--- config.mk ---
export PLATFORM = sky130hd
export DESIGN_NAME = lotr_uart_cmd_rx_flat
export DESIGN_NICKNAME = d
export VERILOG_FILES = /design/src/rtl/lotr_pkg.sv /design/src/rtl/lotr_uart_cmd_rx_if.sv /design/src/rtl/lotr_uart_rx_byte.sv /design/src/rtl/lotr_uart_cmd_rx.sv /design/src/flat_wrapper.sv
export SDC_FILE = /design/constraint.sdc
export NUM_CORES = 1
export LEC_CHECK = 0
export BUFFER_PORTS_ARGS = -buffer_cell sky130_fd_sc_hd__buf_2
export CELL_PAD_IN_SITES_DETAIL_PLACEMENT = 0
export CELL_PAD_IN_SITES_GLOBAL_PLACEMENT = 1
export CORE_MARGIN = 8
export CORE_UTILIZATION = 37
export DETAILED_ROUTE_END_ITERATION = 12
export GPL_TIMING_DRIVEN = 0
export MAX_ROUTING_LAYER = met4
export PLACE_DENSITY = 0.81
export SLEW_MARGIN = 10
export SYNTH_ARGS = -nofsm -noshare
export SYNTH_HDL_FRONTEND = slang
export SYNTH_SLANG_ARGS = --single-unit
--- constraint.sdc ---
create_clock -name QClk -period 1.9 [get_ports QClk]
set_input_delay 0.38 -clock QClk [delete_from_list [all_inputs] [get_ports QClk]]
set_output_delay 0.38 -clock QClk [all_outputs]
set_load 0.1 [all_outputs]
--- src/rtl/lotr_pkg.sv ---
// Shared opcode constants and FSM state types for the LOTR UART command receiver.
package lotr_pkg;

  localparam logic [7:0] UART_OPC_WRITE = 8'h57;
  localparam logic [7:0] UART_OPC_READ  = 8'h52;

  // Both state sets live in one package, so the members carry a prefix to stay unique.
  typedef enum logic [2:0] {
    BIT_IDLE,
    BIT_START,
    BIT_DATA,
    BIT_STOP,
    BIT_WAIT_HIGH
  } t_uart_bit_st;

  typedef enum logic [1:0] {
    CMD_OPC,
    CMD_ADDR,
    CMD_DATA,
    CMD_ISSUE
  } t_uart_cmd_st;

endpackage

--- src/rtl/lotr_uart_cmd_rx_if.sv ---
// Command request channel (valid/ready) from the UART command receiver to the MMIO path.
interface lotr_uart_cmd_rx_if;
  logic        CmdValid;
  logic        CmdReady;
  logic        CmdWrite;
  logic [31:0] CmdAddress;
  logic [31:0] CmdData;

  modport master (
    output CmdValid,
    output CmdWrite,
    output CmdAddress,
    output CmdData,
    input  CmdReady
  );

  modport slave (
    input  CmdValid,
    input  CmdWrite,
    input  CmdAddress,
    input  CmdData,
    output CmdReady
  );
endinterface

--- src/rtl/lotr_uart_rx_byte.sv ---
// 8N1 LSB-first UART byte deserializer: input synchronizer, byte FSM and bit/clock counters.
module lotr_uart_rx_byte
  import lotr_pkg::*;
#(
  parameter int unsigned CLKS_PER_BIT = 434
) (
  input  logic       QClk,
  input  logic       RstQnnnH,
  input  logic       UartRx,
  output logic       RxByteValid,
  output logic [7:0] RxByte,
  output logic       FrameErr
);

  localparam logic [15:0] FULL_M1 = 16'(CLKS_PER_BIT - 1);
  localparam logic [15:0] HALF_M1 = 16'(CLKS_PER_BIT / 2 - 1);

  t_uart_bit_st state, state_nxt;
  logic        rx_meta, rx_sync, rx_prev;
  logic [2:0]  warm;
  logic [15:0] clk_cnt;
  logic [2:0]  bit_cnt;
  logic [7:0]  shift;
  logic        cnt_clr, shift_en, byte_done, frame_bad;

  always_ff @(posedge QClk) begin
    if (RstQnnnH) begin
      rx_meta     <= 1'b1;
      rx_sync     <= 1'b1;
      rx_prev     <= 1'b1;
      warm        <= '0;
      state       <= BIT_IDLE;
      clk_cnt     <= '0;
      bit_cnt     <= '0;
      shift       <= '0;
      RxByteValid <= 1'b0;
      RxByte      <= '0;
      FrameErr    <= 1'b0;
    end else begin
      rx_meta     <= UartRx;
      rx_sync     <= rx_meta;
      rx_prev     <= rx_sync;
      warm        <= {warm[1:0], 1'b1};
      state       <= state_nxt;
      RxByteValid <= 1'b0;
      FrameErr    <= 1'b0;
      if (cnt_clr) clk_cnt <= '0;
      else         clk_cnt <= clk_cnt + 16'd1;
      if (state == BIT_IDLE) bit_cnt <= '0;
      if (shift_en) begin
        shift   <= {rx_sync, shift[7:1]};
        bit_cnt <= bit_cnt + 3'd1;
      end
      if (byte_done) begin
        RxByteValid <= 1'b1;
        RxByte      <= shift;
      end
      if (frame_bad) FrameErr <= 1'b1;
    end
  end

  // warm[1]: rx_sync now reflects the real line; warm[2]: rx_prev does too.
  // A low line without a genuine post-reset high->low edge means we came out of
  // reset mid-frame, so resynchronise instead of starting a byte.
  always_comb begin
    state_nxt = state;
    cnt_clr   = 1'b0;
    shift_en  = 1'b0;
    byte_done = 1'b0;
    frame_bad = 1'b0;
    case (state)
      BIT_IDLE: begin
        cnt_clr = 1'b1;
        if (warm[1] && !rx_sync)
          state_nxt = (warm[2] && rx_prev) ? BIT_START : BIT_WAIT_HIGH;
      end
      BIT_START: begin
        if (clk_cnt == HALF_M1) begin
          cnt_clr   = 1'b1;
          state_nxt = rx_sync ? BIT_IDLE : BIT_DATA;
        end
      end
      BIT_DATA: begin
        if (clk_cnt == FULL_M1) begin
          cnt_clr  = 1'b1;
          shift_en = 1'b1;
          if (bit_cnt == 3'd7) state_nxt = BIT_STOP;
        end
      end
      BIT_STOP: begin
        if (clk_cnt == FULL_M1) begin
          cnt_clr = 1'b1;
          if (rx_sync) begin
            byte_done = 1'b1;
            state_nxt = BIT_IDLE;
          end else begin
            frame_bad = 1'b1;
            state_nxt = BIT_WAIT_HIGH;
          end
        end
      end
      BIT_WAIT_HIGH: begin
        cnt_clr = 1'b1;
        if (rx_sync) state_nxt = BIT_IDLE;
      end
      default: state_nxt = BIT_IDLE;
    endcase
  end

endmodule

--- src/rtl/lotr_uart_cmd_rx.sv ---
// UART terminal command receiver: parses 'W'/'R' frames into one valid/ready request each.
module lotr_uart_cmd_rx
  import lotr_pkg::*;
#(
  parameter int unsigned CLKS_PER_BIT = 434
) (
  input  logic                       QClk,
  input  logic                       RstQnnnH,
  input  logic                       UartRx,
  lotr_uart_cmd_rx_if.master         cmd,
  output logic                       RxByteValid,
  output logic [7:0]                 RxByte,
  output logic                       FrameErr,
  output logic                       CmdErr
);

  t_uart_cmd_st state, state_nxt;
  logic [1:0]  byte_cnt;
  logic        is_write;
  logic [31:0] addr_q, data_q;
  logic        wr_load, wr_val, addr_shift, data_shift, data_clr, err_set;

  lotr_uart_rx_byte #(
    .CLKS_PER_BIT(CLKS_PER_BIT)
  ) u_rx_byte (
    .QClk       (QClk),
    .RstQnnnH   (RstQnnnH),
    .UartRx     (UartRx),
    .RxByteValid(RxByteValid),
    .RxByte     (RxByte),
    .FrameErr   (FrameErr)
  );

  assign cmd.CmdValid   = (state == CMD_ISSUE);
  assign cmd.CmdWrite   = is_write;
  assign cmd.CmdAddress = addr_q;
  assign cmd.CmdData    = data_q;

  always_ff @(posedge QClk) begin
    if (RstQnnnH) begin
      state    <= CMD_OPC;
      byte_cnt <= '0;
      is_write <= 1'b0;
      addr_q   <= '0;
      data_q   <= '0;
      CmdErr   <= 1'b0;
    end else begin
      state  <= state_nxt;
      CmdErr <= err_set;
      if (wr_load) is_write <= wr_val;
      if (addr_shift) addr_q <= {addr_q[23:0], RxByte};
      if (data_shift) data_q <= {data_q[23:0], RxByte};
      if (data_clr)   data_q <= '0;
      if (state == CMD_OPC)             byte_cnt <= '0;
      else if (addr_shift || data_shift) byte_cnt <= byte_cnt + 2'd1;
    end
  end

  always_comb begin
    state_nxt  = state;
    wr_load    = 1'b0;
    wr_val     = 1'b0;
    addr_shift = 1'b0;
    data_shift = 1'b0;
    data_clr   = 1'b0;
    err_set    = 1'b0;
    case (state)
      CMD_OPC: begin
        if (RxByteValid) begin
          if (RxByte == UART_OPC_WRITE) begin
            wr_load   = 1'b1;
            wr_val    = 1'b1;
            state_nxt = CMD_ADDR;
          end else if (RxByte == UART_OPC_READ) begin
            wr_load   = 1'b1;
            state_nxt = CMD_ADDR;
          end else begin
            err_set = 1'b1;
          end
        end
      end
      CMD_ADDR: begin
        if (FrameErr) begin
          state_nxt = CMD_OPC;
        end else if (RxByteValid) begin
          addr_shift = 1'b1;
          if (byte_cnt == 2'd3) begin
            data_clr  = !is_write;
            state_nxt = is_write ? CMD_DATA : CMD_ISSUE;
          end
        end
      end
      CMD_DATA: begin
        if (FrameErr) begin
          state_nxt = CMD_OPC;
        end else if (RxByteValid) begin
          data_shift = 1'b1;
          if (byte_cnt == 2'd3) state_nxt = CMD_ISSUE;
        end
      end
      CMD_ISSUE: begin
        // A byte landing here is always dropped, even when the handshake completes this cycle.
        if (cmd.CmdReady) state_nxt = CMD_OPC;
        if (RxByteValid)  err_set   = 1'b1;
      end
      default: state_nxt = CMD_OPC;
    endcase
  end

endmodule

--- src/flat_wrapper.sv ---
// flat-port wrapper written by rule: the top's interface ports become plain ports
module lotr_uart_cmd_rx_flat import lotr_pkg::*;
#(
  parameter int unsigned CLKS_PER_BIT = 434
)
  (QClk, RstQnnnH, UartRx, RxByteValid, RxByte, FrameErr, CmdErr, cmd_CmdValid, cmd_CmdWrite, cmd_CmdAddress, cmd_CmdData, cmd_CmdReady);
  lotr_uart_cmd_rx_if cmd_i ();
  input  logic QClk;
  input  logic RstQnnnH;
  input  logic UartRx;
  output logic RxByteValid;
  output logic [7:0] RxByte;
  output logic FrameErr;
  output logic CmdErr;
  output wire logic [$bits(cmd_i.CmdValid)-1:0] cmd_CmdValid;
  output wire logic [$bits(cmd_i.CmdWrite)-1:0] cmd_CmdWrite;
  output wire logic [$bits(cmd_i.CmdAddress)-1:0] cmd_CmdAddress;
  output wire logic [$bits(cmd_i.CmdData)-1:0] cmd_CmdData;
  input wire logic [$bits(cmd_i.CmdReady)-1:0] cmd_CmdReady;
  assign cmd_CmdValid = cmd_i.CmdValid;
  assign cmd_CmdWrite = cmd_i.CmdWrite;
  assign cmd_CmdAddress = cmd_i.CmdAddress;
  assign cmd_CmdData = cmd_i.CmdData;
  assign cmd_i.CmdReady = cmd_CmdReady;
  lotr_uart_cmd_rx #(.CLKS_PER_BIT(CLKS_PER_BIT)) u_core (.QClk(QClk), .RstQnnnH(RstQnnnH), .UartRx(UartRx), .cmd(cmd_i), .RxByteValid(RxByteValid), .RxByte(RxByte), .FrameErr(FrameErr), .CmdErr(CmdErr));
endmodule
==> impl_metrics.env, run 1 <==
export IMPL_outcome="complete, no violations"
export IMPL_antenna_found_initial=0
export IMPL_power_density_nw_per_um2=977
export IMPL_portBuffers=80
export IMPL_syn_inst=540
export IMPL_syn_nets=555
export IMPL_wirelength_um=11700
export IMPL_syn_area_um2=4490
export IMPL_nets=656
export IMPL_whs_endpoint="u_core.u_rx_byte.rx_meta"
export IMPL_cts_buffers_inserted=17
export IMPL_cts_tree="done"
export IMPL_hold_ws_ns=0.150
export IMPL_initial_core_util_pct=37.7
export IMPL_r2r_end="u_core.u_rx_byte.bit_cnt[0]"
export IMPL_min_from="UartRx"
export IMPL_place_area_um2=5090
export IMPL_yosys_register_bits=116
export IMPL_min_path_type="in -> reg"
export IMPL_rsz0062_at_grt="yes"
export IMPL_htree_levels=4
export IMPL_rows=40
export IMPL_synth_edf_count=0
export IMPL_min_period_over_period_pct=99.4
export IMPL_grt_pass1_vias=3822
export IMPL_die_w_um=126
export IMPL_vias=3936
export IMPL_grt_pass1_wl_um=19000
export IMPL_fin_util_pct=48.9
export IMPL_synth_distinct_cells=46
export IMPL_dp_cells=767
export IMPL_drv_cap=0
export IMPL_worst_ep_required_time_ns=2.18
export IMPL_top_usage_layer="met2"
export IMPL_final_common_cell="nand2_1"
export IMPL_clk_path_buf_depth=2
export IMPL_worstMarginPinSlew_ns=0.551
export IMPL_period_needed_ns=1.89
export IMPL_setup_violations_final=0
export IMPL_finClkSkew_ns=0.00842
export IMPL_stdcell_area_um2=5820
export IMPL_reg2reg_slack_ns=0.01
export IMPL_whs_path_depth=2
export IMPL_worstRegToRegCells=7
export IMPL_use_met1_pct=17.9
export IMPL_cp_max_fo=11
export IMPL_holdBufCountCts=0
export IMPL_io_pins=81
export IMPL_power_leakage_uw=0.00227
export IMPL_gp_congestion=0.881
export IMPL_diodes=0
export IMPL_async_flop_share_pct=0
export IMPL_drt_iter0_drc=221
export IMPL_clk_pin_slew_ns=0.05
export IMPL_cp_start_kind="register"
export IMPL_post_drt_wl_per_cell_um=14.6
export IMPL_final_max_slew_viol_count=0
export IMPL_clock_sinks=116
export IMPL_grt_max_degree=17
export IMPL_end_kind="register"
export IMPL_max_clock_freq_ghz=0.529
export IMPL_yosysWarningCount=0
export IMPL_firstDrtPassIters=4
export IMPL_insertion_delay_ns=0.41
export IMPL_ant_nets=0
export IMPL_r2r_start="u_core.u_rx_byte.clk_cnt[1]"
export IMPL_ir_worst_vdd_mv=0.555
export IMPL_grt_use_met3_pct=4.81
export IMPL_grt_use_total_pct=15.3
export IMPL_grtUsageMet2_pct=24.1
export IMPL_grt_overflow_total=0
export IMPL_post_drt_via_cell_ratio=4.91
export IMPL_ys_seq_area_share_pct=51.7
export IMPL_coreArea_um2=11900
export IMPL_drc_errors=0
export IMPL_dieHeight_um=126
export IMPL_cp_arrival_ns=2.17
export IMPL_drive_gt1_share_pct=24.0
export IMPL_relSlewSlack_pct=63.3
export IMPL_hold_viol=0
export IMPL_area_growth_pct=29.7
export IMPL_synth_flop_cell="dfxtp_1"
export IMPL_dieArea_um2=15900
export IMPL_critPathKind="reg -> reg"
export IMPL_dp_hpwl_um=8450
export IMPL_root_buffer="clkbuf_16"
export IMPL_syn_avg_cell_area_um2=8.31
export IMPL_final_cell_mix="nand2_1, dfxtp_1, a21oi_1, buf_2, nor2_1"
export IMPL_layoutNonFillerInstCount=801
## critical path: stages, from the launching register on
cell     delay, ns
dfxtp_1       0.32
inv_2         0.08
ha_1          0.14
nand2_1       0.07
or3_4         0.38
or4_4         0.58
nand3_1       0.12
a21oi_1       0.06
## Yosys cell counts (2+ instances only)
| master | instances | area share, % |
|---|---|---|
| nand2_1 | 156 | 13 |
| dfxtp_1 | 116 | 52 |
| a21oi_1 | 80 | 8.9 |
| nor2_1 | 37 | 3.1 |
| clkbuf_1 | 25 | 2.1 |
| inv_1 | 14 | 1.2 |
| ha_1 | 11 | 3.1 |
| mux2i_1 | 11 | 2.5 |
| xor2_1 | 11 | 2.1 |
| nand3_1 | 10 | 1.1 |
| nor3_1 | 7 | 0.78 |
| nand2b_1 | 5 | 0.70 |
| xnor2_1 | 5 | 0.98 |
| nand4_1 | 4 | 0.56 |
| nor2b_1 | 4 | 0.56 |
| and2_1 | 3 | 0.42 |
| and3_1 | 3 | 0.42 |
| nor4_1 | 3 | 0.42 |
| or2_2 | 3 | 0.42 |
| a211oi_1 | 2 | 0.33 |
| a31oi_1 | 2 | 0.28 |
| buf_2 | 2 | 0.22 |
| o21ai_0 | 2 | 0.22 |
| or3_1 | 2 | 0.28 |
## cells by family after synthesis
group | count (synthesis) | share of synthesized area [%]
AO/OA/AOI/OAI | 94 | 11.3
AND/OR/NAND/NOR | 248 | 24.3
flip-flops | 116 | 51.7
XOR/XNOR | 16 | 3.12
adder cells (fa/ha/maj) | 11 | 3.07
multiplexers | 11 | 2.45
buffers and inverters | 44 | 3.99
## worst max path at each step
stage	from	to	slack, ns	cells after the start
3_5_place_dp	u_core.u_rx_byte.clk_cnt[0]	u_core.u_rx_byte.clk_cnt[10]	-0.28	7
6_report	u_core.u_rx_byte.clk_cnt[1]	u_core.u_rx_byte.bit_cnt[0]	0.01	7
4_1_cts	u_core.u_rx_byte.clk_cnt[1]	u_core.u_rx_byte.clk_cnt[13]	-0.002	8
5_1_grt	u_core.u_rx_byte.clk_cnt[1]	u_core.u_rx_byte.shift[1]	-0.09	7
3_3_place_gp	u_core.u_rx_byte.clk_cnt[0]	u_core.u_rx_byte.clk_cnt[11]	-0.21	7
2_1_floorplan	u_core.u_rx_byte.clk_cnt[1]	u_core.u_rx_byte.bit_cnt[0]	0.01	8
## through the flow
step	power [µW]	TNS [ns]	worst slack, ns
after floorplan	2530	0	0.0127
after CTS	5750	-0.00166	-0.00166
final	5690	0	0.0108
after global routing	5880	-1.26	-0.0900
after detailed placement	2550	-4.73	-0.280
after global placement	2550	-3.39	-0.207
## flip-flops by register name, summed over array words and instances (netlist names), 3 cells and up
| register | flops |
|---|---|
| u_core.cmd.CmdData | 32 |
| u_core.u_rx_byte.shift | 8 |
| u_core.u_rx_byte.warm | 3 |
| u_core.cmd.CmdAddress | 32 |
| u_core.u_rx_byte.bit_cnt | 3 |
| u_core.u_rx_byte.clk_cnt | 16 |
| u_core.u_rx_byte.state | 3 |
| u_core.u_rx_byte.RxByte | 8 |
## layout make-up
class / count / area (µm²)
Buffer: 28 / 130
Inverter: 14 / 52.6
Multi-Input combinational cell: 380 / 2070
Sequential cell: 116 / 2340
Tap cell: 147 / 184
Clock buffer: 25 / 515
Fill cell: 1159 / 6090
Timing Repair Buffer: 84 / 430
Clock inverter: 7 / 93.8
## power by group
part	internal, µW	total, µW	switching, µW
Clock	2130	3200	1060
Combinational	13.3	54.6	41.3
Sequential	2440	2440	4.13
## routing by layer
layer  wire length (µm)  share of wire, %
met4                161               1.4
met3                591               5.1
met2               5610                48
met5                  0                 0
met1               5320                46
## repair_timing
| item | 4_1_cts | 5_1_grt |
|---|---|---|
| gates resized for setup | 17 | 21 |
| setup buffers | 0 | 3 |
| endpoints found under the hold margin | 0 | 0 |
| setup endpoints to repair | 44 | 72 |
| cloned | 1 | 0 |
| pin swaps | 2 | 7 |
No activity file was read; power rests on OpenSTA's default activity.
==> run 2: changes to the inputs <==
CORE_MARGIN = 1.5   (was 8)
CTS_BUF_LIST = sky130_fd_sc_hd__clkbuf_8 sky130_fd_sc_hd__clkbuf_16   (was unset)
SKIP_LAST_GASP = 1   (was unset)
==> run 2 against run 1 <==
Clock power decreased by 7.8%. Fmax increased by 0.91%. Cell count grew 0.75%. Sequential power about the same. Clock skew shrank 0.0015 ns. Wire length decreased by 4.2%. Non-clock buffer count grew 6. Register-to-register slack gained 0.02 ns. Critical path depth decreased by 1. Sequential share of layout area is 0.35 points lower.
==> impl_metrics.env, run 2 (synthesis gave the netlist of run 1 again) <==
export IMPL_ir_worst_vdd_mv=0.723
export IMPL_vias=3926
export IMPL_final_max_slew_viol_count=0
export IMPL_clk_pin_slew_ns=0.05
export IMPL_die_w_um=113
export IMPL_firstDrtPassIters=4
export IMPL_clk_path_buf_depth=2
export IMPL_area_growth_pct=31.2
export IMPL_antenna_found_initial=0
export IMPL_relSlewSlack_pct=55.4
export IMPL_period_needed_ns=1.87
export IMPL_grt_use_total_pct=18.8
export IMPL_power_density_nw_per_um2=926
export IMPL_hold_viol=0
export IMPL_r2r_end="u_core.u_rx_byte.shift[5]"
export IMPL_setup_tns_ns=0
export IMPL_grt_overflow_total=0
export IMPL_setup_violations_final=0
export IMPL_root_buffer="clkbuf_16"
export IMPL_drive_gt1_share_pct=25.9
export IMPL_worst_ep_required_time_ns=2.16
export IMPL_finClkSkew_ns=0.00696
export IMPL_cp_arrival_ns=2.13
export IMPL_drc_errors=0
export IMPL_cp_start_kind="register"
export IMPL_whs_path_depth=2
export IMPL_worstMarginPinSlew_ns=0.663
export IMPL_post_drt_via_cell_ratio=4.86
export IMPL_clock_sinks=116
export IMPL_dieArea_um2=12800
export IMPL_end_kind="register"
export IMPL_insertion_delay_ns=0.40
export IMPL_reg2reg_slack_ns=0.03
export IMPL_cts_tree="done"
export IMPL_setup_worst_path_end="u_core.u_rx_byte.shift[5]"
export IMPL_nFillCells=1142
export IMPL_portBuffers=80
export IMPL_power_leakage_uw=0.00232
export IMPL_post_drt_wl_per_cell_um=13.9
export IMPL_stdcell_area_um2=5890
export IMPL_regArea_um2=2350
export IMPL_cts_buffers_inserted=17
export IMPL_dp_hpwl_um=7860
export IMPL_worstRegToRegCells=6
export IMPL_outcome="complete, no violations"
export IMPL_max_clock_freq_ghz=0.534
export IMPL_place_area_um2=5090
export IMPL_cp_max_fo=5
export IMPL_drv_cap=0
export IMPL_dieHeight_um=113
export IMPL_crit_start="u_core.u_rx_byte.clk_cnt[14]"
export IMPL_critPathKind="reg -> reg"
export IMPL_grt_pass1_vias=3775
export IMPL_min_period_over_period_pct=98.5
export IMPL_multiInputGateArea_um2=2130
export IMPL_r2r_start="u_core.u_rx_byte.clk_cnt[14]"
export IMPL_drt_iter0_drc=242
export IMPL_ant_nets=0
export IMPL_rows=40
export IMPL_nets=662
export IMPL_gp_congestion=0.865
export IMPL_wirelength_um=11200
export IMPL_final_common_cell="nand2_1"
export IMPL_grt_max_degree=17
export IMPL_min_path_type="in -> reg"
export IMPL_htree_levels=4
export IMPL_diodes=0
export IMPL_rsz0062_at_grt="yes"
export IMPL_final_cell_mix="nand2_1, dfxtp_1, buf_2"
export IMPL_coreArea_um2=11900
export IMPL_initial_core_util_pct=37.7
export IMPL_io_pins=81
export IMPL_grt_pass1_wl_um=18400
[run 2: power by group]
group          leakage, µW  switching [µW]  total, µW  internal [µW]
logic              0.00107            43.0       56.3           13.4
registers         0.000944            3.46       2440           2440
clock network     0.000303            1020       2950           1930
[run 2: layer usage]
| metal | global-route usage [%] | part of all wire [%] |
|---|---|---|
| met2 | 30.1 | 49 |
| met5 | - | 0 |
| met3 | 5.84 | 4.2 |
| met1 | 22.6 | 46 |
| met4 | 6.33 | 0.94 |
[run 2: stage by stage]
step           hold slack [ns]  util, %  setup WS [ns]  total power (µW)  cells
5_1_grt                  0.144     49.4        -0.0773              5630    807
3_3_place_gp             0.402     42.7         -0.197              2550    767
3_5_place_dp             0.398     42.7         -0.248              2550    767
2_1_floorplan            0.389        -         0.0127              2530    540
6_report                 0.155     49.4         0.0278              5450    807
4_1_cts                  0.141     48.7       -0.00812              5500    807
[run 2: timing repair]
item / in CTS / in global routing
pin swaps: 5 / 7
hold buffers: 0 / 0
buffers inserted: 6 / 2
gates resized for setup: 23 / 33
gates cloned: 2 / 0
endpoints found under the setup margin: 40 / 72
[run 2: area by class of cell]
type	count	area share, %
Buffer	28	2.17
Clock buffer	22	8.39
Clock inverter	10	1.15
Inverter	14	0.892
Multi-Input combinational cell	380	36.2
Sequential cell	116	39.9
Tap cell	147	3.12
Timing Repair Buffer	90	8.20
[run 2: how the worst min path moves through the flow]
stage                                to                      from  slack, ns
3_5_place_dp   u_core.u_rx_byte.rx_sync  u_core.u_rx_byte.rx_meta       0.40
3_3_place_gp   u_core.u_rx_byte.rx_sync  u_core.u_rx_byte.rx_meta       0.40
6_report       u_core.u_rx_byte.rx_meta                    UartRx       0.16
5_1_grt        u_core.u_rx_byte.rx_meta                    UartRx       0.14
4_1_cts        u_core.u_rx_byte.rx_meta                    UartRx       0.14
2_1_floorplan  u_core.u_rx_byte.rx_sync  u_core.u_rx_byte.rx_meta       0.39
[run 2: worst max-delay path: stages (launching register included)]
cell and delay [ns]:
dfxtp_4 0.35, nor4_4 0.36, nand4b_4 0.19, or4_4 0.54, buf_6 0.16, nand2_1 0.06
a21oi_1 0.06
==> run 3: changes to the inputs <==
CORE_ASPECT_RATIO = 0.75   (was unset)
RECOVER_POWER = 50   (was unset)
==> run 3 against run 2 <==
The run now ends with setup timing left. Sequential share of layout area down 0.66 points. Critical path depth is 2 higher. Clock skew grew 0.0036 ns. Non-clock buffer count rose by 2. Total power grew 3.0%. Cell area increased by 1.9%. Critical endpoint is now u_core.u_rx_byte.bit_cnt[1]. Clock-buffer cell count shrank 3. Flip-flop and latch count stayed put.
==> impl_metrics.env, run 3 (synthesis gave the netlist of run 1 again) <==
export IMPL_post_drt_via_cell_ratio=4.84
export IMPL_portBuffers=80
export IMPL_rows=34
export IMPL_cp_start_kind="register"
export IMPL_grt_pass1_vias=3737
export IMPL_htree_levels=4
export IMPL_outcome="complete, but fails checks"
export IMPL_post_drt_wl_per_cell_um=13.9
export IMPL_grt_pass1_wl_um=18800
export IMPL_wirelength_um=11400
export IMPL_drive_gt1_share_pct=27.9
export IMPL_relSlewSlack_pct=48.8
export IMPL_min_from="UartRx"
export IMPL_p_sw_uw=1180
export IMPL_firstDrtPassIters=4
export IMPL_dp_hpwl_um=7880
export IMPL_ant_nets=0
export IMPL_root_buffer="clkbuf_16"
export IMPL_min_period_over_period_pct=101
export IMPL_ir_worst_vdd_mv=0.662
export IMPL_diodes=0
export IMPL_clock_sinks=116
export IMPL_cts_buffers_inserted=17
export IMPL_drv_cap=0
export IMPL_power_share_sequential_pct=43.4
export IMPL_nets=664
export IMPL_rsz0062_at_grt="yes"
export IMPL_setup_tns_ns=-0.0468
export IMPL_insertion_delay_ns=0.41
export IMPL_antenna_found_initial=0
export IMPL_gp_congestion=0.806
export IMPL_dieHeight_um=98.4
export IMPL_clock_power_share_pct=55.5
export IMPL_grt_max_degree=17
export IMPL_p_int_uw=4440
export IMPL_final_common_cell="nand2_1"
export IMPL_area_growth_pct=33.6
export IMPL_power_density_nw_per_um2=936
export IMPL_cp_max_fo=5
export IMPL_crit_start="u_core.u_rx_byte.clk_cnt[1]"
export IMPL_min_path_type="in -> reg"
export IMPL_critPathKind="reg -> reg"
export IMPL_failed_checks="setup timing"
export IMPL_grt_use_total_pct=19.4
export IMPL_fin_total_pwr_uw=5610
export IMPL_drt_iter0_drc=222
export IMPL_cts_tree="done"
export IMPL_r2r_start="u_core.u_rx_byte.clk_cnt[1]"
export IMPL_initial_core_util_pct=38.4
export IMPL_clk_path_buf_depth=2
export IMPL_hold_viol=0
export IMPL_worstMarginPinSlew_ns=0.762
export IMPL_dieArea_um2=12800
export IMPL_final_cell_mix="nand2_1, dfxtp_1, clkbuf_2"
export IMPL_holdBufCountCts=0
export IMPL_hold_ws_ns=0.155
export IMPL_cp_arrival_ns=2.19
export IMPL_fin_util_pct=51.3
export IMPL_period_needed_ns=1.92
export IMPL_drc_errors=0
export IMPL_grt_overflow_total=0
export IMPL_coreArea_um2=11700
export IMPL_finClkSkew_ns=0.0105
export IMPL_power_leakage_uw=0.00226
export IMPL_pwr_share_comb_pct=1.0
export IMPL_max_clock_freq_ghz=0.522
export IMPL_pre_cts_slack_ns=-0.309
export IMPL_clk_pin_slew_ns=0.06
export IMPL_io_pins=81
export IMPL_vias=3990
export IMPL_fin_ws_ns=-0.0162
export IMPL_final_max_slew_viol_count=0
export IMPL_setup_violations_final=6
export IMPL_sw_frac_of_total_pct=21.0
export IMPL_die_w_um=130
export IMPL_end_kind="register"
export IMPL_worst_ep_required_time_ns=2.17
run 3: metal layers:
metal / wire (µm) / vias up / GRT usage (%)
li1: - / 2002 / -
met1: 5780 / 1863 / 28.0
met2: 4860 / 111 / 26.3
met3: 679 / 14 / 4.44
met4: 130 / 0 / 6.58
met5: 0 / - / -
run 3: through the flow:
step,cell area [µm²],instances
finish,6000,824
global route,6000,824
CTS,5850,821
detailed placement,5110,782
global placement,5110,782
floorplan,4510,540
run 3: worst paths after layout:
path / to / slack [ns] / depth (start not counted)
max: u_core.u_rx_byte.bit_cnt[1] / -0.02 / 8
min: u_core.u_rx_byte.rx_meta / 0.15 / 2
max reg2reg: u_core.u_rx_byte.bit_cnt[1] / -0.02 / 8
min reg2reg: u_core.u_rx_byte.rx_sync / 0.44 / 1
run 3: timing repair:
item / 4_1_cts / 5_1_grt
resized for setup: 26 / 44
gates cloned: 2 / 0
setup buffers: 5 / 4
endpoints found under the setup margin: 67 / 99
endpoints found under the hold margin: 0 / 0
pin swaps: 7 / 5
run 3: layout make-up:
class	count	area [µm²]
tap	162	203
multi-input combinational	380	2170
sequential	116	2350
timing repair buffer	91	493
inverter	14	52.6
clock inverter	13	134
clock buffer	19	453
fill	1082	5700
buffer	29	145
run 3: worst max-delay path: stages (launching register included):
cell	delay (ns)
dfxtp_2	0.33
inv_2	0.07
ha_4	0.14
nand2_4	0.05
or3_4	0.37
or4_4	0.52
buf_6	0.16
nand3_2	0.07
a21oi_1	0.06
run 3: power by group through the flow:
| stage | combinational (µW) | clock, µW | sequential (µW) |
|---|---|---|---|
| after detailed placement | 54.8 | 0 | 2490 |
| after floorplan | 34.3 | 0 | 2490 |
| after global routing | 63.2 | 3300 | 2440 |
| after global placement | 53.1 | 0 | 2490 |
| after CTS | 55.9 | 3190 | 2440 |
| final | 56.9 | 3120 | 2440 |
